## src/rtl/inst_encoder_pkg.sv

```systemverilog
// Package shared by the instruction encoder slice.
// Holds the opcode-group and function constants, the session FSM state enum,
// the bit-field positions of the packed 32-bit instruction word, and helper
// functions for packing fields and judging {op,fn} legality.
package inst_encoder_pkg;

   // Opcode groups (bits [31:28] of the packed word)
   localparam logic [3:0] OP_BR   = 4'b0010;
   localparam logic [3:0] OP_SW   = 4'b0011;
   localparam logic [3:0] OP_ALUI = 4'b0100;
   localparam logic [3:0] OP_CMPI = 4'b0101;
   localparam logic [3:0] OP_JAL  = 4'b0110;
   localparam logic [3:0] OP_LW   = 4'b0111;
   localparam logic [3:0] OP_ALUR = 4'b1100;
   localparam logic [3:0] OP_CMPR = 4'b1101;

   // Function-code constants and legal-fn sets, one bit per fn value
   localparam logic [3:0]  FN_ZERO      = 4'h0;
   localparam logic [3:0]  FN_EXT       = 4'hF;
   localparam logic [15:0] FN_SET_ALU   = 16'h07C7;  // {0,1,2,6,7,8,9,A}
   localparam logic [15:0] FN_SET_ALUI  = 16'h87C7;  // ALU set plus F
   localparam logic [15:0] FN_SET_CMP   = 16'h9669;  // {0,3,5,6,9,A,C,F}
   localparam logic [15:0] FN_SET_ZERO  = 16'h0001;  // fn 0 only
   localparam logic [15:0] FN_SET_BR    = 16'hFF6F;  // all except 4 and 7
   localparam logic [15:0] FN_SET_NONE  = 16'h0000;

   // Bit-field positions within the packed word
   localparam int OP_MSB  = 31;
   localparam int OP_LSB  = 28;
   localparam int FN_MSB  = 27;
   localparam int FN_LSB  = 24;
   localparam int F1_MSB  = 23;
   localparam int F1_LSB  = 20;
   localparam int F2_MSB  = 19;
   localparam int F2_LSB  = 16;
   localparam int F3_MSB  = 15;
   localparam int F3_LSB  = 12;
   localparam int IMM_MSB = 15;
   localparam int IMM_LSB = 0;

   // Session FSM states
   typedef enum logic [1:0] {
      IDLE  = 2'd0,
      RUN   = 2'd1,
      DRAIN = 2'd2,
      DONE  = 2'd3
   } state_t;

   // Pack decoded fields into a 32-bit word; unknown groups carry op/fn only
   function automatic logic [31:0] pack_inst(
      input logic [3:0]  op,
      input logic [3:0]  fn,
      input logic [3:0]  rd,
      input logic [3:0]  rs1,
      input logic [3:0]  rs2,
      input logic [15:0] imm
   );
      logic [31:0] w;
      w = 32'h0000_0000;
      w[OP_MSB:OP_LSB] = op;
      w[FN_MSB:FN_LSB] = fn;
      case (op)
         OP_ALUR, OP_CMPR: begin
            w[F1_MSB:F1_LSB] = rd;
            w[F2_MSB:F2_LSB] = rs1;
            w[F3_MSB:F3_LSB] = rs2;
         end
         OP_ALUI, OP_CMPI, OP_LW, OP_JAL: begin
            w[F1_MSB:F1_LSB]   = rd;
            w[F2_MSB:F2_LSB]   = rs1;
            w[IMM_MSB:IMM_LSB] = imm;
         end
         OP_BR: begin
            w[F1_MSB:F1_LSB]   = rs1;
            w[F2_MSB:F2_LSB]   = rs2;
            w[IMM_MSB:IMM_LSB] = imm;
         end
         OP_SW: begin
            // store puts the data register (rs2) in the first field
            w[F1_MSB:F1_LSB]   = rs2;
            w[F2_MSB:F2_LSB]   = rs1;
            w[IMM_MSB:IMM_LSB] = imm;
         end
         default: begin
            w[F1_MSB:IMM_LSB] = 24'h00_0000;
         end
      endcase
      return w;
   endfunction

   // True when the {op,fn} pair names a defined instruction
   function automatic logic fn_legal(input logic [3:0] op, input logic [3:0] fn);
      logic [15:0] set;
      case (op)
         OP_ALUR:               set = FN_SET_ALU;
         OP_ALUI:               set = FN_SET_ALUI;
         OP_CMPR, OP_CMPI:      set = FN_SET_CMP;
         OP_LW, OP_SW, OP_JAL:  set = FN_SET_ZERO;
         OP_BR:                 set = FN_SET_BR;
         default:               set = FN_SET_NONE;
      endcase
      return set[fn];
   endfunction

endpackage

```

## src/rtl/inst_encoder_fifo.sv

```systemverilog
// enc_fifo: synchronous packed-word buffer between the field-input side and
// the instruction-memory write port.
// Ports: clk, reset (sync active-high, empties the buffer), push/din write
// side, pop/dout read side (dout shows the head entry), full/empty flags.
// DEPTH must be a power of 2, at least 2.
module enc_fifo #(
   parameter int WIDTH = 32,
   parameter int DEPTH = 4
) (
   input  logic             clk,
   input  logic             reset,
   input  logic             push,
   input  logic [WIDTH-1:0] din,
   input  logic             pop,
   output logic [WIDTH-1:0] dout,
   output logic             full,
   output logic             empty
);

   localparam int PW = $clog2(DEPTH);
   localparam int CW = PW + 1;

   logic [WIDTH-1:0] mem_r [DEPTH];
   logic [PW-1:0]    wr_ptr_r;
   logic [PW-1:0]    rd_ptr_r;
   logic [CW-1:0]    count_r;
   logic             do_push_s;
   logic             do_pop_s;

   // Guard the strobes so an overflow or underflow can never corrupt state
   always_comb begin
      do_push_s = push && !full;
      do_pop_s  = pop && !empty;
   end

   // Flags and head-of-queue data
   always_comb begin
      full  = (count_r == CW'(DEPTH));
      empty = (count_r == CW'(0));
      dout  = mem_r[rd_ptr_r];
   end

   // Storage array; contents are don't-care while the entry is unoccupied
   always_ff @(posedge clk) begin
      if (do_push_s) begin
         mem_r[wr_ptr_r] <= din;
      end
   end

   // Pointers and occupancy; a simultaneous push and pop leaves count unchanged
   always_ff @(posedge clk) begin
      if (reset) begin
         wr_ptr_r <= PW'(0);
         rd_ptr_r <= PW'(0);
         count_r  <= CW'(0);
      end else begin
         if (do_push_s) begin
            wr_ptr_r <= wr_ptr_r + PW'(1);
         end
         if (do_pop_s) begin
            rd_ptr_r <= rd_ptr_r + PW'(1);
         end
         case ({do_push_s, do_pop_s})
            2'b10:   count_r <= count_r + CW'(1);
            2'b01:   count_r <= count_r - CW'(1);
            default: count_r <= count_r;
         endcase
      end
   end

endmodule

```

## src/rtl/inst_encoder.sv

```systemverilog
// inst_encoder: packs instruction fields into 32-bit words, buffers them and
// writes them to consecutive instruction-memory addresses starting at
// base_addr for one load session (start ... in_last).
// Ports: clk, reset (sync active-high); start/base_addr begin a session;
// in_valid/in_ready/in_last and in_op/in_fn/in_rd/in_rs1/in_rs2/in_imm field
// input; imem_wr_en/imem_addr/imem_wdata with imem_ready memory write port;
// busy, done (one-cycle pulse), err (sticky illegal), wrap (sticky address
// wrap), wr_count (words written this session).
// Build option: define ENCODER_LEGALITY_CHECK_EN to drop illegal {op,fn}
// transfers and flag them on err; by default every transfer is written.
module inst_encoder
   import inst_encoder_pkg::*;
#(
   parameter int INST_BIT_WIDTH = 32,
   parameter int ADDR_WIDTH     = 10,
   parameter int FIFO_DEPTH     = 4
) (
   input  logic                      clk,
   input  logic                      reset,
   input  logic                      start,
   input  logic [ADDR_WIDTH-1:0]     base_addr,
   input  logic                      in_valid,
   output logic                      in_ready,
   input  logic                      in_last,
   input  logic [3:0]                in_op,
   input  logic [3:0]                in_fn,
   input  logic [3:0]                in_rd,
   input  logic [3:0]                in_rs1,
   input  logic [3:0]                in_rs2,
   input  logic [15:0]               in_imm,
   output logic                      imem_wr_en,
   output logic [ADDR_WIDTH-1:0]     imem_addr,
   output logic [INST_BIT_WIDTH-1:0] imem_wdata,
   input  logic                      imem_ready,
   output logic                      busy,
   output logic                      done,
   output logic                      err,
   output logic                      wrap,
   output logic [ADDR_WIDTH:0]       wr_count
);

   state_t                    state_r;
   state_t                    state_next_s;
   logic [ADDR_WIDTH-1:0]     addr_r;
   logic [ADDR_WIDTH:0]       count_r;
   logic                      err_r;
   logic                      wrap_r;
   logic                      full_s;
   logic                      empty_s;
   logic                      accept_s;
   logic                      push_s;
   logic                      pop_s;
   logic                      err_set_s;
   logic                      session_start_s;
   logic [INST_BIT_WIDTH-1:0] word_s;
   logic [INST_BIT_WIDTH-1:0] head_s;

   // Handshake, push/pop strobes and the optional legality filter
   always_comb begin
      in_ready        = (state_r == RUN) && !full_s;
      accept_s        = in_valid && in_ready;
      pop_s           = !empty_s && imem_ready;
      session_start_s = (state_r == IDLE) && start;
      word_s          = INST_BIT_WIDTH'(pack_inst(in_op, in_fn, in_rd, in_rs1, in_rs2, in_imm));
`ifdef ENCODER_LEGALITY_CHECK_EN
      push_s    = accept_s && fn_legal(in_op, in_fn);
      err_set_s = accept_s && !fn_legal(in_op, in_fn);
`else
      push_s    = accept_s;
      err_set_s = 1'b0;
`endif
   end

   enc_fifo #(
      .WIDTH (INST_BIT_WIDTH),
      .DEPTH (FIFO_DEPTH)
   ) u_fifo (
      .clk   (clk),
      .reset (reset),
      .push  (push_s),
      .din   (word_s),
      .pop   (pop_s),
      .dout  (head_s),
      .full  (full_s),
      .empty (empty_s)
   );

   // Session FSM state register
   always_ff @(posedge clk) begin
      if (reset) begin
         state_r <= IDLE;
      end else begin
         state_r <= state_next_s;
      end
   end

   // Session FSM next-state; an illegal last transfer still ends the session
   always_comb begin
      state_next_s = state_r;
      case (state_r)
         IDLE: begin
            if (start) state_next_s = RUN;
            else       state_next_s = IDLE;
         end
         RUN: begin
            if (accept_s && in_last) state_next_s = DRAIN;
            else                     state_next_s = RUN;
         end
         DRAIN: begin
            if (empty_s) state_next_s = DONE;
            else         state_next_s = DRAIN;
         end
         DONE:    state_next_s = IDLE;
         default: state_next_s = IDLE;
      endcase
   end

   // Write address, word counter and sticky flags
   always_ff @(posedge clk) begin
      if (reset) begin
         addr_r  <= '0;
         count_r <= '0;
         err_r   <= 1'b0;
         wrap_r  <= 1'b0;
      end else if (session_start_s) begin
         addr_r  <= base_addr;
         count_r <= '0;
         err_r   <= 1'b0;
         wrap_r  <= 1'b0;
      end else begin
         if (pop_s) begin
            addr_r  <= addr_r + ADDR_WIDTH'(1);
            count_r <= count_r + (ADDR_WIDTH+1)'(1);
            if (addr_r == {ADDR_WIDTH{1'b1}}) begin
               wrap_r <= 1'b1;
            end
         end
         if (err_set_s) begin
            err_r <= 1'b1;
         end
      end
   end

   // Output port mapping; write data reads as zero whenever nothing is buffered
   always_comb begin
      imem_wr_en = !empty_s;
      imem_addr  = addr_r;
      imem_wdata = empty_s ? '0 : head_s;
      busy       = (state_r == RUN) || (state_r == DRAIN);
      done       = (state_r == DONE);
      err        = err_r;
      wrap       = wrap_r;
      wr_count   = count_r;
   end

endmodule

```

## config.mk

```make
export PLATFORM = sky130hd
export DESIGN_NAME = inst_encoder
export DESIGN_NICKNAME = d
export VERILOG_FILES = /design/src/rtl/inst_encoder_pkg.sv /design/src/rtl/inst_encoder_fifo.sv /design/src/rtl/inst_encoder.sv
export SDC_FILE = /design/constraint.sdc
export NUM_CORES = 1
export LEC_CHECK = 0
export CORE_MARGIN = 10
export CORE_UTILIZATION = 50
export CTS_BUF_LIST = sky130_fd_sc_hd__clkbuf_16
export DETAILED_ROUTE_END_ITERATION = 16
export GPL_TIMING_DRIVEN = 0
export PLACE_DENSITY = 0.85
export SLEW_MARGIN = 10
export SYNTH_ARGS = -nofsm -noshare
export SYNTH_HDL_FRONTEND = slang
export SYNTH_HIERARCHICAL = 1
export SYNTH_SLANG_ARGS = --single-unit
```

## constraint.sdc

```tcl
create_clock -name clk -period 2.65 [get_ports clk]
set_clock_uncertainty 0.05 [all_clocks]
set_input_delay 0.3975 -clock clk [delete_from_list [all_inputs] [get_ports clk]]
set_output_delay 0.3975 -clock clk [all_outputs]
set_load 0.1 [all_outputs]
```

* Word-level counts from Yosys, hierarchy flattened
Memory sizes are Yosys's and may differ from the RTL's. A register that Yosys moved wholly into a read port is not among the register bits.
Index checks and enable logic that the tools add are counted.
Widths: inputs -> output; s select.
** Cells by class
- Equality and inequality tests :: 15
- Reduce and logical (&&, ||, !) cells :: 19
- Mux-type cells :: 14
- Add/subtract/negate cells :: 6
** Operators by type and width (count)
- $pmux 12 s4 :: 1
- $mux 32 :: 1
- $mux 10 :: 2
- $eq 4x3->1 const B :: 4
- $mux 12 :: 1
- $add 11x1->11 const B :: 1
- $add 10x1->10 const B :: 1
- $eq 10x10->1 const B :: 1
- $eq 4x2->1 const B :: 2
- $eq 4x4->1 const B :: 2
- $pmux 2 s4 :: 1
- $logic_and 1x1->1 :: 7
- $eq 2x2->1 const B :: 3
- $mux 2 :: 3
- $pmux 3 s2 :: 1
- $reduce_or 6->1 :: 1
- $add 2x1->2 const B :: 2
- $eq 2x1->1 const B :: 2
- $mux 1 :: 4
- $reduce_bool 2->1 :: 2
- $reduce_or 2->1 :: 2
- $reduce_or 4->1 :: 1
- $add 3x1->3 const B :: 1
- $eq 3x3->1 const B :: 1
- 6 further kinds :: 7
** Storage, ports and cells
- Register bits after elaboration :: 31
- Memories kept :: 1
- Bits in writable memories :: 128
- Word-level logic and storage cells :: 62
** Memories
- u_fifo.mem_r :: words 4, width 32, read ports 1, clocked after Yosys merged registers in 1, write ports 1, line inst_encoder_fifo.sv:23 : logic [WIDTH-1:0] mem_r [DEPTH];

* Longest topological paths before layout
Gate-level depths: netlist of the first run.
- Depth in word-level cells :: 7
- Depth in mapped cells :: 13
- Gate-level depth less buffers :: 13

* Modules after synthesis
Netlist of the first run, hierarchy kept.
** Modules (own cells, without submodules)
- enc_fifo :: area each 5143.7 sq um, cells each 221, sequential area each 4023.9 sq um, instances 1
- inst_encoder :: area each 1788.0 sq um, cells each 225, sequential area each 480.5 sq um, instances 1

* Worst setup path after synthesis of the first run
Ideal clock, no wire load.
- Path kind :: reg-to-reg
- From :: register (tool-made name)
- To :: memory u_fifo.mem_r[0][0], enable pin
- Required time :: 2208 ps
- Stages on the path, launching flop included :: 8
- Arrival time :: 3366 ps
- Path buffers :: 0
- Slack :: -1158 ps
- Path through :: dfxtp_1 -> inv_1 -> ha_1 -> nor2b_1 -> and2_1 -> inv_1 -> nor2_1 -> and2_1
** RTL lines (line)
- to (decl) :: inst_encoder_fifo.sv:23

==> results of run 1 <==
==> cell usage in the layout (no fill, tap or decap), types with 4 or more instances in the layout <==
| master | synthesis | layout |
|---|---|---|
| a311oi_1 | 7 | 7 |
| buf_2 | 4 | 35 |
| xnor2_1 | 4 | 4 |
| dfxtp_1 | 33 | 29 |
| or4_1 | 8 | 8 |
| a21o_1 | 4 | 4 |
| a222oi_1 | 4 | 4 |
| o31ai_1 | 7 | 7 |
| nand3_1 | 4 | 4 |
| a22o_1 | 8 | 8 |
| a21oi_1 | 13 | 13 |
| inv_6 | 0 | 4 |
| and2_2 | 0 | 4 |
| ha_1 | 12 | 10 |
| dfxtp_2 | 0 | 4 |
| mux4_2 | 30 | 30 |
| clkbuf_16 | 0 | 17 |
| nand2_1 | 6 | 6 |
| clkinvlp_4 | 0 | 5 |
| nor2_1 | 21 | 20 |
| or3_1 | 11 | 11 |
| and2_1 | 17 | 13 |
| edfxtp_1 | 128 | 128 |
| clkbuf_1 | 12 | 8 |
| mux2i_1 | 4 | 4 |
| o21ai_0 | 11 | 11 |
| inv_1 | 21 | 20 |
| clkdlybuf4s50_1 | 0 | 73 |
| nor2b_1 | 41 | 40 |
==> routing by layer <==
layer  GRT usage [%]  routed length, µm  vias up
met5               0                  0        -
met4            4.98                122        0
met3            5.86               1500       16
met1            20.2               6090     2185
li1                -                  -     1980
met2            26.1               7500      214
==> worst paths after layout <==
check	end	cells after the start
min reg2reg	wr_count[10]$_SDFFE_PP0P_	2
min	wr_count[10]$_SDFFE_PP0P_	2
max	imem_wdata[0]	4
max reg2reg	u_fifo/count_r[2]$_SDFFE_PP0P_	12
==> power breakdown <==
group | internal, mW | switching [mW] | total [mW]
clock network | 1.39 | 0.994 | 2.39
registers | 2.79 | 0.0384 | 2.83
logic | 0.240 | 0.617 | 0.857
total | 4.42 | 1.65 | 6.07
==> sequential cells by signal, indices dropped and copies added, names as in the netlist, named ones only <==
name,flops
u_fifo/mem_r,128
wr_count,11
u_fifo/wr_ptr_r,2
wrap,1
u_fifo/rd_ptr_r,2
imem_addr,10
u_fifo/count_r,3
state_r,1
==> area by class of cell <==
type                       instances  area [µm²]  area share [%]
buffer                            21         155            1.78
clock inverter                    15         159            1.82
timing repair buffer             111         953            10.9
inverter                          21        78.8           0.902
multi-input combinational        242        2230            25.6
sequential                       161        4510            51.6
tap                              176         220            2.52
clock buffer                      17         425            4.87
==> critical path, stage by stage (launching register included) <==
cell and delay [ps]:
dfxtp_1 330, buf_6 150, mux4_1 540, nor2b_1 150, clkdlybuf4s15_2 500
==> kinds of logic (layout without fill, tap and decap cells) <==
family | Yosys count | after routing | synth area share (%)
AND/OR/NAND/NOR | 125 | 125 | 11.1
flip-flops | 161 | 161 | 65.0
buffers and inverters | 43 | 185 | 3.27
adder cells (fa/ha/maj) | 13 | 13 | 2.45
multiplexers | 36 | 36 | 11.1
XOR/XNOR | 7 | 7 | 0.884
other | 1 | 1 | 0.0541
AO/OA/AOI/OAI | 60 | 60 | 6.14
==> through the flow <==
stage / utilization [%] / total power [mW] / std cells / area (µm²) / worst slack (ps)
6_report: 65.2 / 6.07 / 764 / 8730 / 97.8
5_1_grt: 65.2 / 6.27 / 764 / 8730 / -3.28
4_1_cts: 65.0 / 6.12 / 763 / 8710 / -114
3_5_place_dp: 61.6 / 3.76 / 731 / 8260 / -610
3_3_place_gp: 61.6 / 3.74 / 731 / 8260 / -601
2_1_floorplan: - / 3.49 / 446 / 6950 / -44.3
==> timing repair <==
action / 4_1_cts / 5_1_grt
pin swaps: 0 / 1
gates resized for setup: 170 / 11
endpoints found under the setup margin: 37 / 45
hold buffers: 0 / 0
buffers inserted: 0 / 2
==> impl_metrics.ini, run 1 <==
[routing]
wl_mm = 15.2
drc = 0
drt_iter0_markers = 382
vias = 4395
post_drt_wl_per_cell_um = 19.9
ant_nets = 0
drtPass1Iterations = 5
vias_per_cell = 5.75

[clocking]
cts_buffers = 17
cts.htree.levels = 4
cts-root-buf = clkbuf_16
worstSkewPairLatency_ps = 420
clockBufferDepth = 2
numClockSinks = 161
cts_tree = yes
path_clk_slew_ps = 60

[synth]
synth.avg_cell_area_um2 = 15.5
ys_top_cells_by_area = edfxtp_1 55%, mux4_2 9.7%, dfxtp_1 9.5%, nor2b_1 3.7%, ha_1 2.2%
async_flop_share_pct = 0
synth_cells = 446
ys_ff_latch = 161
synthFlopType = edfxtp_1
yosysMostFrequentCell = edfxtp_1
syn_area_um2 = 6930
synthTopCellsByCount = 128 x edfxtp_1, 41 x nor2b_1, 33 x dfxtp_1
yosysWarnings = 6
synth_fp_nets = 511
yosys.cell_types.count = 48
synth.largest_area_cell = edfxtp_1
ys_seq_area_share_pct = 65.0
synth_edf_count = 128
synth_top_area_share_pct = 55.5

[critical_path]
regToRegSetupSlack_ps = 170
worstSetupPathType = reg -> out
crit_arrival_ps = 2100
reg2reg_from = u_fifo/count_r[2]$_SDFFE_PP0P_
critPathLaunchType = flop
required_ps = 2200
setup.worst_path.end_class = output port
cp_max_fo = 5

[cells_and_area]
nets = 640
drive_gt1_share_pct = 21.8
fill_cells = 961
diodes = 0
area_delta_synth_final_pct = 26.0

[grt]
grtUsageTotal_pct = 16.3
grt.overflow.total = 0
grt_pass1_vias = 4432
grt_pass1_wl_mm = 23.6
grt_max_degree = 33
antenna_found_initial = 0

[floorplanning]
start_util_pct = 51.7
die-area_um2 = 19000
die_y_um = 138
io_pins = 111
coreArea_um2 = 13400
chipWidth_um = 138
placementRows = 42

[sta]
finalCritPeriodShare_pct = 96.3
max_freq_ghz = 0.392
timing.slew.headroom_pct = 33.9
whs_ps = 432
drv_slew = 0
hold_violations = 0
fin_setup_tns_ps = 0
setup_viol = 0
min_period_ps = 2550
worst_slew_pin_slew_ps = 988

[place]
dp_hpwl_mm = 9.99
place_congestion = 0.807
numPortBuffers = 109

[power]
leakage_nw = 3.02
power_density_nw_per_um2 = 695
ir_drop_v = 0.000721

[hold_path]
hp-start = wr_count[10]$_SDFFE_PP0P_
min_path_type = reg -> reg

[outcome]
outcome = complete, no violations

[flow_run]
drv_cap = 0
No activity file was read; power rests on OpenSTA's default activity.
==> run 2, diff against run 1 <==
CORE_UTILIZATION = 46   (was 50)
PLACE_DENSITY = 0.8   (was 0.85)
SETUP_SLACK_MARGIN = 0.2   (was not set)
==> impl_metrics.ini, run 2 (same netlist as run 1, synthesis figures left out) <==
[critical_path]
setup.worst_path.end_class = output port
cp_max_fo = 4
crit_family = buffers and inverters
worstSetupPathType = reg -> out
critPathLaunchType = flop
crit_arrival_ps = 1950
required_ps = 2200
cp_slowest_cell = clkdlybuf4s50_1
crit_chain = clkdlybuf4s50_1
max_stage_delay_ps = 1160
path_buf_inv = 1

[sta]
drv_slew = 0
max_freq_ghz = 0.417
timing.slew.headroom_pct = 33.5
fin_setup_tns_ps = 0
finalCritPeriodShare_pct = 90.5
rsz0062_at_grt = yes
worst_slew_pin_slew_ps = 995
hold_violations = 0
min_period_ps = 2400
setup_viol = 0
setup_slack_ps = 253

[floorplanning]
chipWidth_um = 143
io_pins = 111
coreArea_um2 = 14600
die-area_um2 = 20400
start_util_pct = 47.3
placementRows = 44
die_y_um = 143

[cells_and_area]
fill_cells = 1056
final_common_cell = edfxtp_1
final_cell_area_um2 = 9050
top_register = u_fifo/mem_r
largest_register_ffs = 128
nets = 646
area_delta_synth_final_pct = 30.6
utilization_pct = 61.8
drive_gt1_share_pct = 23.4
diodes = 0
final_cell_mix = 128 x edfxtp_1, 55 x clkdlybuf4s50_1, 39 x nor2b_1

[clocking]
cts_tree = yes
worstSkewPairLatency_ps = 420
path_clk_slew_ps = 60
postCtsHoldBufs = 0
numClockSinks = 161
cts-root-buf = clkbuf_16
cts.htree.levels = 4
clockBufferDepth = 2
cts_buffers = 17

[place]
place_congestion = 0.797
placed_area_um2 = 8290
numPortBuffers = 109
pre_cts_ws_ps = -656
dp_hpwl_mm = 10.2

[flow_run]
drv_cap = 0

[routing]
post_drt_wl_per_cell_um = 19.9
ant_nets = 0
vias_per_cell = 5.54
drtPass1Iterations = 5
drc = 0
drt_iter0_markers = 234
wl_mm = 15.5
vias = 4312

[power]
power_density_nw_per_um2 = 707
leakage_nw = 3.26
ir_drop_v = 0.000428
totalPowerFinal_mw = 6.40

[grt]
grt_pass1_vias = 4558
grt_pass1_wl_mm = 24.4
grt_max_degree = 33
grt.overflow.total = 0
grtUsageTotal_pct = 15.4
antenna_found_initial = 0

[hold_path]
min_path_type = reg -> reg

[outcome]
outcome = complete, no violations
-- run 2: area by class of cell --
class / instances / area (µm²) / area share (%)
sequential: 161 / 4520 / 49.9
multi-input combinational: 242 / 2250 / 24.9
timing repair buffer: 116 / 1140 / 12.6
clock buffer: 17 / 425 / 4.70
tap: 184 / 230 / 2.54
clock inverter: 15 / 229 / 2.53
buffer: 22 / 171 / 1.89
inverter: 21 / 78.8 / 0.871
-- run 2: worst paths after layout --
path	end	startpoint	slack, ps	cells past startpoint
setup / recovery	imem_addr[8]	imem_addr[8]$_SDFFE_PP0P_	250	1
hold / removal	wrap$_SDFFE_PP0P_	wrap$_SDFFE_PP0P_	400	2
setup reg to reg	u_fifo/count_r[2]$_SDFFE_PP0P_	flop	300	13
hold reg to reg	wrap$_SDFFE_PP0P_	wrap$_SDFFE_PP0P_	400	2
-- run 2: per-layer routing --
metal / global-route usage (%) / wire length (µm) / vias up
li1: - / - / 1992
met1: 17.8 / 6450 / 2151
met2: 26.4 / 7780 / 153
met3: 5.44 / 1090 / 16
met4: 4.72 / 184 / 0
met5: 0 / 0 / -
-- run 2: worst reg2reg max path, delay by kind of cell (launching register included) --
family | cells | cell delay, ps
xor gates and xnor gates | 1 | 160
adders and majority gates | 3 | 710
and+or+nand+nor | 4 | 640
AOI/OAI and AO/OA | 1 | 120
DFF | 1 | 340
buffers and inverters | 4 | 250
-- run 2: repair_timing --
item / 4_1_cts / 5_1_grt
gates cloned: 0 / 0
setup buffers: 2 / 5
resized for setup: 201 / 91
endpoints found under the setup margin: 49 / 40
pin swaps: 0 / 3
-- run 2: where the power goes --
group          internal (mW)  switching (mW)
Sequential              2.79          0.0370
Combinational          0.274           0.628
Clock                   1.68           0.994
-- run 2: stage by stage --
stage	hold slack, ps	instances
after global routing	438	778
after floorplan	409	446
after global placement	388	739
after CTS	406	773
final	404	778
after detailed placement	389	739
